$ cat config.mk
export PLATFORM = sky130hd
export DESIGN_NAME = wdt
export DESIGN_NICKNAME = d
export VERILOG_FILES = /design/src/rtl/wdt.sv
export SDC_FILE = /design/constraint.sdc
export NUM_CORES = 1
export LEC_CHECK = 0
export ABC_AREA = 1
export CORE_AREA = 4 4 146 148
export DETAILED_ROUTE_END_ITERATION = 8
export DIE_AREA = 0 0 150 152
export SYNTH_ARGS = -nofsm -noshare
export SYNTH_HDL_FRONTEND = slang
export SYNTH_SLANG_ARGS = --single-unit
$ cat constraint.sdc
create_clock -name clk -period 4.5 [get_ports clk]
set_clock_uncertainty 0.05 [all_clocks]
set_input_delay 0.9 -clock clk [delete_from_list [all_inputs] [get_ports clk]]
set_output_delay 0.9 -clock clk [all_outputs]
set_load 0.01 [all_outputs]
$ cat src/rtl/wdt.sv
// MMIO watchdog core: armed by firmware or app, kicked with a magic word, and raises a sticky
// level `expired` toward tk1 when the tick counter runs out.
module wdt #(
  parameter logic [31:0] DEFAULT_TIMEOUT   = 32'h0100_0000,
  parameter logic [31:0] DEFAULT_PRESCALER = 32'd18000
) (
  input  logic        clk,
  input  logic        reset_n,
  input  logic        fw_app_mode_i,
  input  logic        cs_i,
  input  logic        we_i,
  input  logic [7:0]  address_i,
  input  logic [31:0] write_data_i,
  output logic [31:0] read_data_o,
  output logic        ready_o,
  output logic        expired_o
);

  localparam logic [7:0]  AddrName0     = 8'h00;
  localparam logic [7:0]  AddrName1     = 8'h01;
  localparam logic [7:0]  AddrVersion   = 8'h02;
  localparam logic [7:0]  AddrCtrl      = 8'h08;
  localparam logic [7:0]  AddrStatus    = 8'h09;
  localparam logic [7:0]  AddrTimeout   = 8'h0a;
  localparam logic [7:0]  AddrKick      = 8'h0b;
  localparam logic [7:0]  AddrCount     = 8'h0c;
  localparam logic [7:0]  AddrPrescaler = 8'h0d;

  localparam logic [31:0] Name0Val   = 32'h7764_7420;
  localparam logic [31:0] Name1Val   = 32'h746b_3120;
  localparam logic [31:0] VersionVal = 32'h0000_0001;
  localparam logic [31:0] KickMagic  = 32'h4b49_434b;

  typedef enum logic [1:0] {StStopped, StRunning, StExpired} state_e;

  state_e      state_q, state_d;
  logic [31:0] timeout_q, timeout_d;
  logic [31:0] prescaler_q, prescaler_d;
  logic [31:0] count_q, count_d;
  logic [31:0] presc_cnt_q, presc_cnt_d;
  logic        expired_q, expired_d;
  logic        ready_q;
  logic [31:0] read_data_q, rdata;

  logic wr_en, start, stop, kick, cfg_ok, tick;

  // cs is held for two cycles; only the first edge of an access performs the write.
  assign wr_en  = cs_i && we_i && !ready_q;
  assign start  = wr_en && (address_i == AddrCtrl) && write_data_i[0];
  assign stop   = wr_en && (address_i == AddrCtrl) && write_data_i[1];
  assign kick   = wr_en && (address_i == AddrKick) && (write_data_i == KickMagic);
  assign cfg_ok = (state_q == StStopped) && !fw_app_mode_i;
  assign tick   = (presc_cnt_q == prescaler_q);

  always_comb begin
    timeout_d   = timeout_q;
    prescaler_d = prescaler_q;
    if (wr_en && cfg_ok && (address_i == AddrTimeout))   timeout_d   = write_data_i;
    if (wr_en && cfg_ok && (address_i == AddrPrescaler)) prescaler_d = write_data_i;
  end

  always_comb begin
    state_d     = state_q;
    count_d     = count_q;
    presc_cnt_d = presc_cnt_q;
    case (state_q)
      StStopped: begin
        if (start && !stop) begin
          state_d     = StRunning;
          count_d     = timeout_q;
          presc_cnt_d = '0;
        end
      end
      StRunning: begin
        presc_cnt_d = tick ? '0 : presc_cnt_q + 32'd1;
        if (stop && !fw_app_mode_i) begin
          state_d = StStopped;
        end else if (kick) begin
          // A kick wins over a coincident tick, including the one that would expire.
          count_d     = timeout_q;
          presc_cnt_d = '0;
        end else if (tick) begin
          if (count_q != '0) count_d = count_q - 32'd1;
          else               state_d = StExpired;
        end
      end
      StExpired: begin
        if (stop && !fw_app_mode_i) state_d = StStopped;
      end
      default: state_d = StStopped;
    endcase
  end

  // Rises the cycle after entering EXPIRED and clears on the same edge as the leaving STOP.
  assign expired_d = (state_q == StExpired) && (state_d == StExpired);

  always_comb begin
    rdata = '0;
    case (address_i)
      AddrName0:     rdata = Name0Val;
      AddrName1:     rdata = Name1Val;
      AddrVersion:   rdata = VersionVal;
      AddrStatus:    rdata = {30'b0, expired_q, state_q == StRunning};
      AddrTimeout:   rdata = timeout_q;
      AddrCount:     rdata = count_q;
      AddrPrescaler: rdata = prescaler_q;
      default:       rdata = '0;
    endcase
  end

  always_ff @(posedge clk) begin
    if (!reset_n) begin
      state_q     <= StStopped;
      timeout_q   <= DEFAULT_TIMEOUT;
      prescaler_q <= DEFAULT_PRESCALER;
      count_q     <= '0;
      presc_cnt_q <= '0;
      expired_q   <= 1'b0;
      ready_q     <= 1'b0;
      read_data_q <= '0;
    end else begin
      state_q     <= state_d;
      timeout_q   <= timeout_d;
      prescaler_q <= prescaler_d;
      count_q     <= count_d;
      presc_cnt_q <= presc_cnt_d;
      expired_q   <= expired_d;
      ready_q     <= cs_i;
      read_data_q <= cs_i ? rdata : '0;
    end
  end

  assign read_data_o = read_data_q;
  assign ready_o     = ready_q;
  assign expired_o   = expired_q;

endmodule

=== Yosys cells after proc, flatten, opt, wreduce, memory -nomap -nowiden ===
Index checks and enable logic that the tools add are counted.

* Add/subtract/negate cells: 2
* Multiply operators: 0
* Div/mod/pow operators: 0
* $lt $le $gt $ge: 0
* Equality and inequality tests: 17
* Shift operators: 0
* Multiplexer cells: 19
* Bitwise gates (word level): 0
* Reductions and logical operators: 24

{| class="wikitable"
|+ Operators by type and width
! operator !! count
|-
| $mux 32 || 9
|-
| $pmux 32 s7 || 1
|-
| $pmux 32 s2 || 2
|-
| $eq 8x4->1 const B || 6
|-
| $add 32x1->32 const B || 1
|-
| $eq 32x31->1 const B || 1
|-
| $eq 32x32->1 || 1
|-
| $reduce_bool 32->1 || 1
|-
| $sub 32x1->32 const B || 1
|-
| $logic_and 1x1->1 || 14
|-
| $mux 2 || 6
|-
| $eq 8x1->1 const B || 1
|-
| $eq 8x2->1 const B || 1
|-
| $logic_not 8->1 || 1
|-
| $ne 3x3->1 const B || 2
|-
| $pmux 2 s3 || 1
|-
| $reduce_and 5->1 || 1
|-
| $eq 2x2->1 const B || 2
|-
| $reduce_and 2->1 || 2
|-
| $logic_not 1->1 || 3
|-
| $eq 2x1->1 const B || 1
|-
| $logic_not 2->1 || 1
|-
| $ne 2x1->1 const B || 1
|-
| $ne 2x2->1 const B || 1
|-
| $reduce_bool 2->1 || 1
|}

* Register bits: 164
* Bits in latches: 0
* Memory bits (writable): 0
* ROM bits: 0
* Word-level logic and storage cells: 70
* Memories: 0

=== Depth between registers and ports, before layout ===
* Word-level depth: 10
* Depth in mapped cells: 14
* Gate-level depth less buffers: 13

=== Worst setup path before layout ===
OpenSTA, ideal clock, no wires.

* Path type: input-to-reg
* From: input port address_i[1]
* To: register prescaler_q[0]
* Library setup time: 0.128 ns
* Arrival: 2.179 ns
* Required time: 4.322 ns
* Slack: 2.143 ns
* Stages on the path: 10
* Path buffers: 2
* Path through: buf_2 -> inv_1 -> nand2_1 -> nor2_1 -> nand2_1 -> nor2_2 -> inv_1 -> clkbuf_1 -> o21ai_0 -> a21oi_1

* Longest elaborated chain between the ends: 2

{| class="wikitable"
|+ RTL lines
! element !! line !! text
|-
| start: declaration || 12 || <nowiki>input logic [7:0] address_i,</nowiki>
|-
| $eq 8x4->1 || 59 || <nowiki>if (wr_en && cfg_ok && (address_i == AddrPrescaler)) prescaler_d = write_data_i;</nowiki>
|-
| $logic_and 1x1->1 || 59 ||
|-
| end signal: assignment || 124 || <nowiki>prescaler_q <= prescaler_d;</nowiki>
|-
| end: declaration || 38 || <nowiki>logic [31:0] prescaler_q, prescaler_d;</nowiki>
|}

Every way passes these cells.
A chain may end at the register's enable or synchronous reset.

=== Worst setup path after layout ===
* From: input port write_data_i[0]
* To: register count_q[27]

* Longest elaborated chain between the ends: 5
* Elaborated cells between the ends (all ways): 11
* Those cells by class: 4 x eq/ne; 3 x mux; 4 x reduce/logical

{| class="wikitable"
|+ RTL lines
! element !! line !! text
|-
| start: declaration || 13 || <nowiki>input logic [31:0] write_data_i,</nowiki>
|-
| $eq 32x31->1 || 51 || <nowiki>assign kick = wr_en && (address_i == AddrKick) && (write_data_i == KickMagic);</nowiki>
|-
| $logic_and 1x1->1 || 51 ||
|-
| $mux 32 || 78 || <nowiki>end else if (kick) begin</nowiki>
|-
| $mux 32 || 76 || <nowiki>if (stop && !fw_app_mode_i) begin</nowiki>
|-
| $pmux 32 s2 || 66 || <nowiki>case (state_q)</nowiki>
|-
| end signal: assignment || 125 || <nowiki>count_q <= count_d;</nowiki>
|-
| end: declaration || 39 || <nowiki>logic [31:0] count_q, count_d;</nowiki>
|}

Parallel ways exist; a longest one is shown, timed or not. The select of a mux whose other input is x is not followed.

==> results.txt <==
Status = finished, final reports clean
R2r setup slk = 1.92 ns
Relative slew slack = 20.6%
Final setup fails = 0
Hold path cells = 2
Final total power = 0.00295 W
ANT cells = 0
Clock slew at reported path FFs = 0.07 ns
Critical Path Stages = 14
#FFs+latches synth = 164
CP bufs+invs = 3
Total gr overflow = 0
Area grow syn2layout = 17.1%
Ports = 79
Cell-internal power = 0.00222 W
Vias = 9091
Gr usage total = 26.5%
CTS Buf Count = 17
Reg power frac = 49.3%
WL/cell = 17.6 um
Cell taking the most area after synthesis = dfxtp_1
Post-CTS Hold Buffers = 0
Final hold violation count = 0
Power Dens Cells = 282 nW/um^2
Worst R2R Path Depth = 14
Fin crit period = 3.04 ns
DRC violations left = 0
Max-Cap Viols = 0
Die Y = 152 um
Sw Share = 24.8%
Comb power frac = 4.5%
Routability Congestion = 0.904
IR drop worst, VDD = 240 uV
Critical path class = input pin to flop
Setup bufs post-CTS = 0
Post-Syn Nets = 1426
Worst-Skew Late Latency = 0.43 ns
Top cells by area, synth = dfxtp_1 (37%), nand2_1 (14%), nor2_1 (11%)
CP Capture Type = flop
CTS root buf = clkbuf_16
Pleak = 4.36 nW
Final Max Slew Viols = 0
Post-DP HPWL = 22.4 mm
Number of global-route vias before repair = 8274
Psw = 0.000731 W
Core ar. = 20000 um^2
Synthesized instance count = 1379
Worst Tran Pin Value = 1.19 ns
Fin crit share = 67.5%
RSZ-0062 raised after global routing = no
Antenna violations before repair = 0
H-Tree Level Count = 4
Startpoint types = input pin
Detailed Route Iter0 Violations = 648
Syn Area/Cell = 6.49 um^2
Setup TNS Final = 0 ns
Worst EP arrival = 3.35 ns
Worst path top cell family by delay = simple AND/OR/NAND/NOR gates
Clock share of power = 46.2%
DIE WIDTH = 150 um
CP dominant cell by count = nand2_1
Routed Antenna Nets = 0
CP max FO = 30
Register area share after synthesis = 36.7%
FILL cells = 2127
First-pass GRT wire length = 46.8 mm
CP max stage delay = 0.59 ns
CTS tree = done
First drt pass iteration count = 7
Final nets = 1485
Total wire length = 30.4 mm
Critical path's slowest cell = clkdlybuf4s50_1
Row cnt = 52
Initial Utilization = 44.6%
CTS Sinks = 164
Vias per std cell = 5.28
Worst EP required = 4.82 ns
Min-delay worst type = flop to flop
Mapped cell area = 8950 um^2
Post-CTS sizing = 0
Synth cell types = 45
Share of cells above drive strength 1 = 6.34%
Clk buf depth = 2
DIE AREA = 22800 um^2
Largest net degree at the start of global routing = 56
Share of the synthesized area in the top cell type = 36.7%
Max Clock Freq = 329 MHz
Cell chain of the critical path = clkdlybuf4s50_1, nand2_1, nor2_1, nand2_1, nor2_1, nand3_4, nand2_4, inv_2, nand2_4, nand3_1, buf_4, nand2_1, nand2_1, nor2_1
Synth warn = 0
Port buffer count = 78
worst reg2reg max path, cell delays in order (launching register included):
cell and delay, ns:
dfxtp_1 0.33, inv_1 0.11, ha_1 0.27, nand2_1 0.13, nor2_2 0.24, nand3_1 0.16, nor2_1 0.19, nand2_1 0.14
nand2_1 0.09, nand2_1 0.12, nand3_1 0.10, buf_4 0.31, nand2_1 0.12, nand2_1 0.07, nor2_1 0.04
registers in the layout, indices dropped and copies added (netlist names):
register / flops
count_q: 32
expired_o: 1
prescaler_q: 32
timeout_q: 32
read_data_o: 32
presc_cnt_q: 32
state_q: 2
ready_o: 1
power groups by stage:
| stage | sequential, W | combinational (W) | clock, W |
|---|---|---|---|
| detailed placement | 0.00149 | 0.000131 | 0 |
| CTS | 0.00145 | 0.000131 | 0.00138 |
| floorplan | 0.00149 | 0.0000579 | 0 |
| global route | 0.00145 | 0.000142 | 0.00145 |
| finish | 0.00145 | 0.000132 | 0.00136 |
| global placement | 0.00149 | 0.000131 | 0 |
per-layer routing:
metal	track usage [%]	wire, um	vias to the layer above
met5	0	0	-
met4	11.3	1310	0
met3	4.17	1800	57
met2	40.7	13600	327
met1	36.8	13600	4174
li1	-	-	4533
through the flow:
step           worst slack [ns]  util (%)  cells  instance area [um^2]  hold slack (ns)
2_1_floorplan              2.14         -   1379                  8950            0.401
5_1_grt                    1.28      52.3   1721                 10500            0.467
3_5_place_dp               1.02      49.6   1689                  9940            0.424
3_3_place_gp               1.06      49.6   1689                  9940            0.413
6_report                   1.46      52.3   1721                 10500            0.433
4_1_cts                    1.47      52.3   1721                 10500            0.435
synthesized netlist by cell type, drive strengths merged:
cell type  instances
nor3              24
a221oi            15
nor2             266
a211oi             4
buf               28
nand3b             1
nor4               2
a21oi             87
a32o               1
inv              140
and3               1
and2               2
xor2              36
nor3b              1
a21o               2
o22ai              5
o211ai             4
o41ai              1
nand4             18
and3b              1
clkbuf            26
o21ai             75
ha                 2
clkinv             1
xnor2             28
o21bai             1
a31oi             10
or2                3
nand2            350
nand3             80
dfxtp            164
final timing paths:
check	end	start
worst max register to register	count_q[30]$_SDFFE_PN0P_	count_q[0]$_SDFFE_PN0P_
worst min register to register	count_q[1]$_SDFFE_PN0P_	count_q[1]$_SDFFE_PN0P_
worst min-delay path	count_q[1]$_SDFFE_PN0P_	count_q[1]$_SDFFE_PN0P_
worst max-delay path	count_q[27]$_SDFFE_PN0P_	write_data_i[0]
placed cells by master (no fill, tap or decap), types with 5 or more instances in the layout:
cell             count
nand2_1            343
nor2_1             254
dfxtp_1            164
inv_1              123
a21oi_1             87
nand3_1             79
clkdlybuf4s50_1     77
o21ai_0             73
xor2_1              36
xnor2_1             28
nor3_1              21
nand4_1             18
inv_2               17
clkbuf_16           17
buf_4               16
a221oi_1            15
nor2_2              10
a31oi_1             10
o22ai_1              5
logic make-up (layout without fill, tap and decap cells):
family / count (synthesis) / count (layout) / synth area share [%]
xor gates and xnor gates: 64 / 64 / 6.27
buffers and inverters: 195 / 267 / 8.67
adders and majority gates: 2 / 2 / 0.280
DFF: 164 / 164 / 36.7
and+or+nand+nor: 749 / 749 / 35.2
AOI/OAI and AO/OA: 205 / 205 / 12.9
area by class of cell:
cell class	instances	area (um^2)	share of cell area [%]
clock buffers	19	433	4.13
clock inverters	13	103	0.980
inverters	141	531	5.07
multi-input cells	1020	4890	46.7
flip-flops and latches	164	3280	31.4
well taps	270	338	3.23
repair buffers	94	896	8.55
Power figures use the tool's default switching activity.
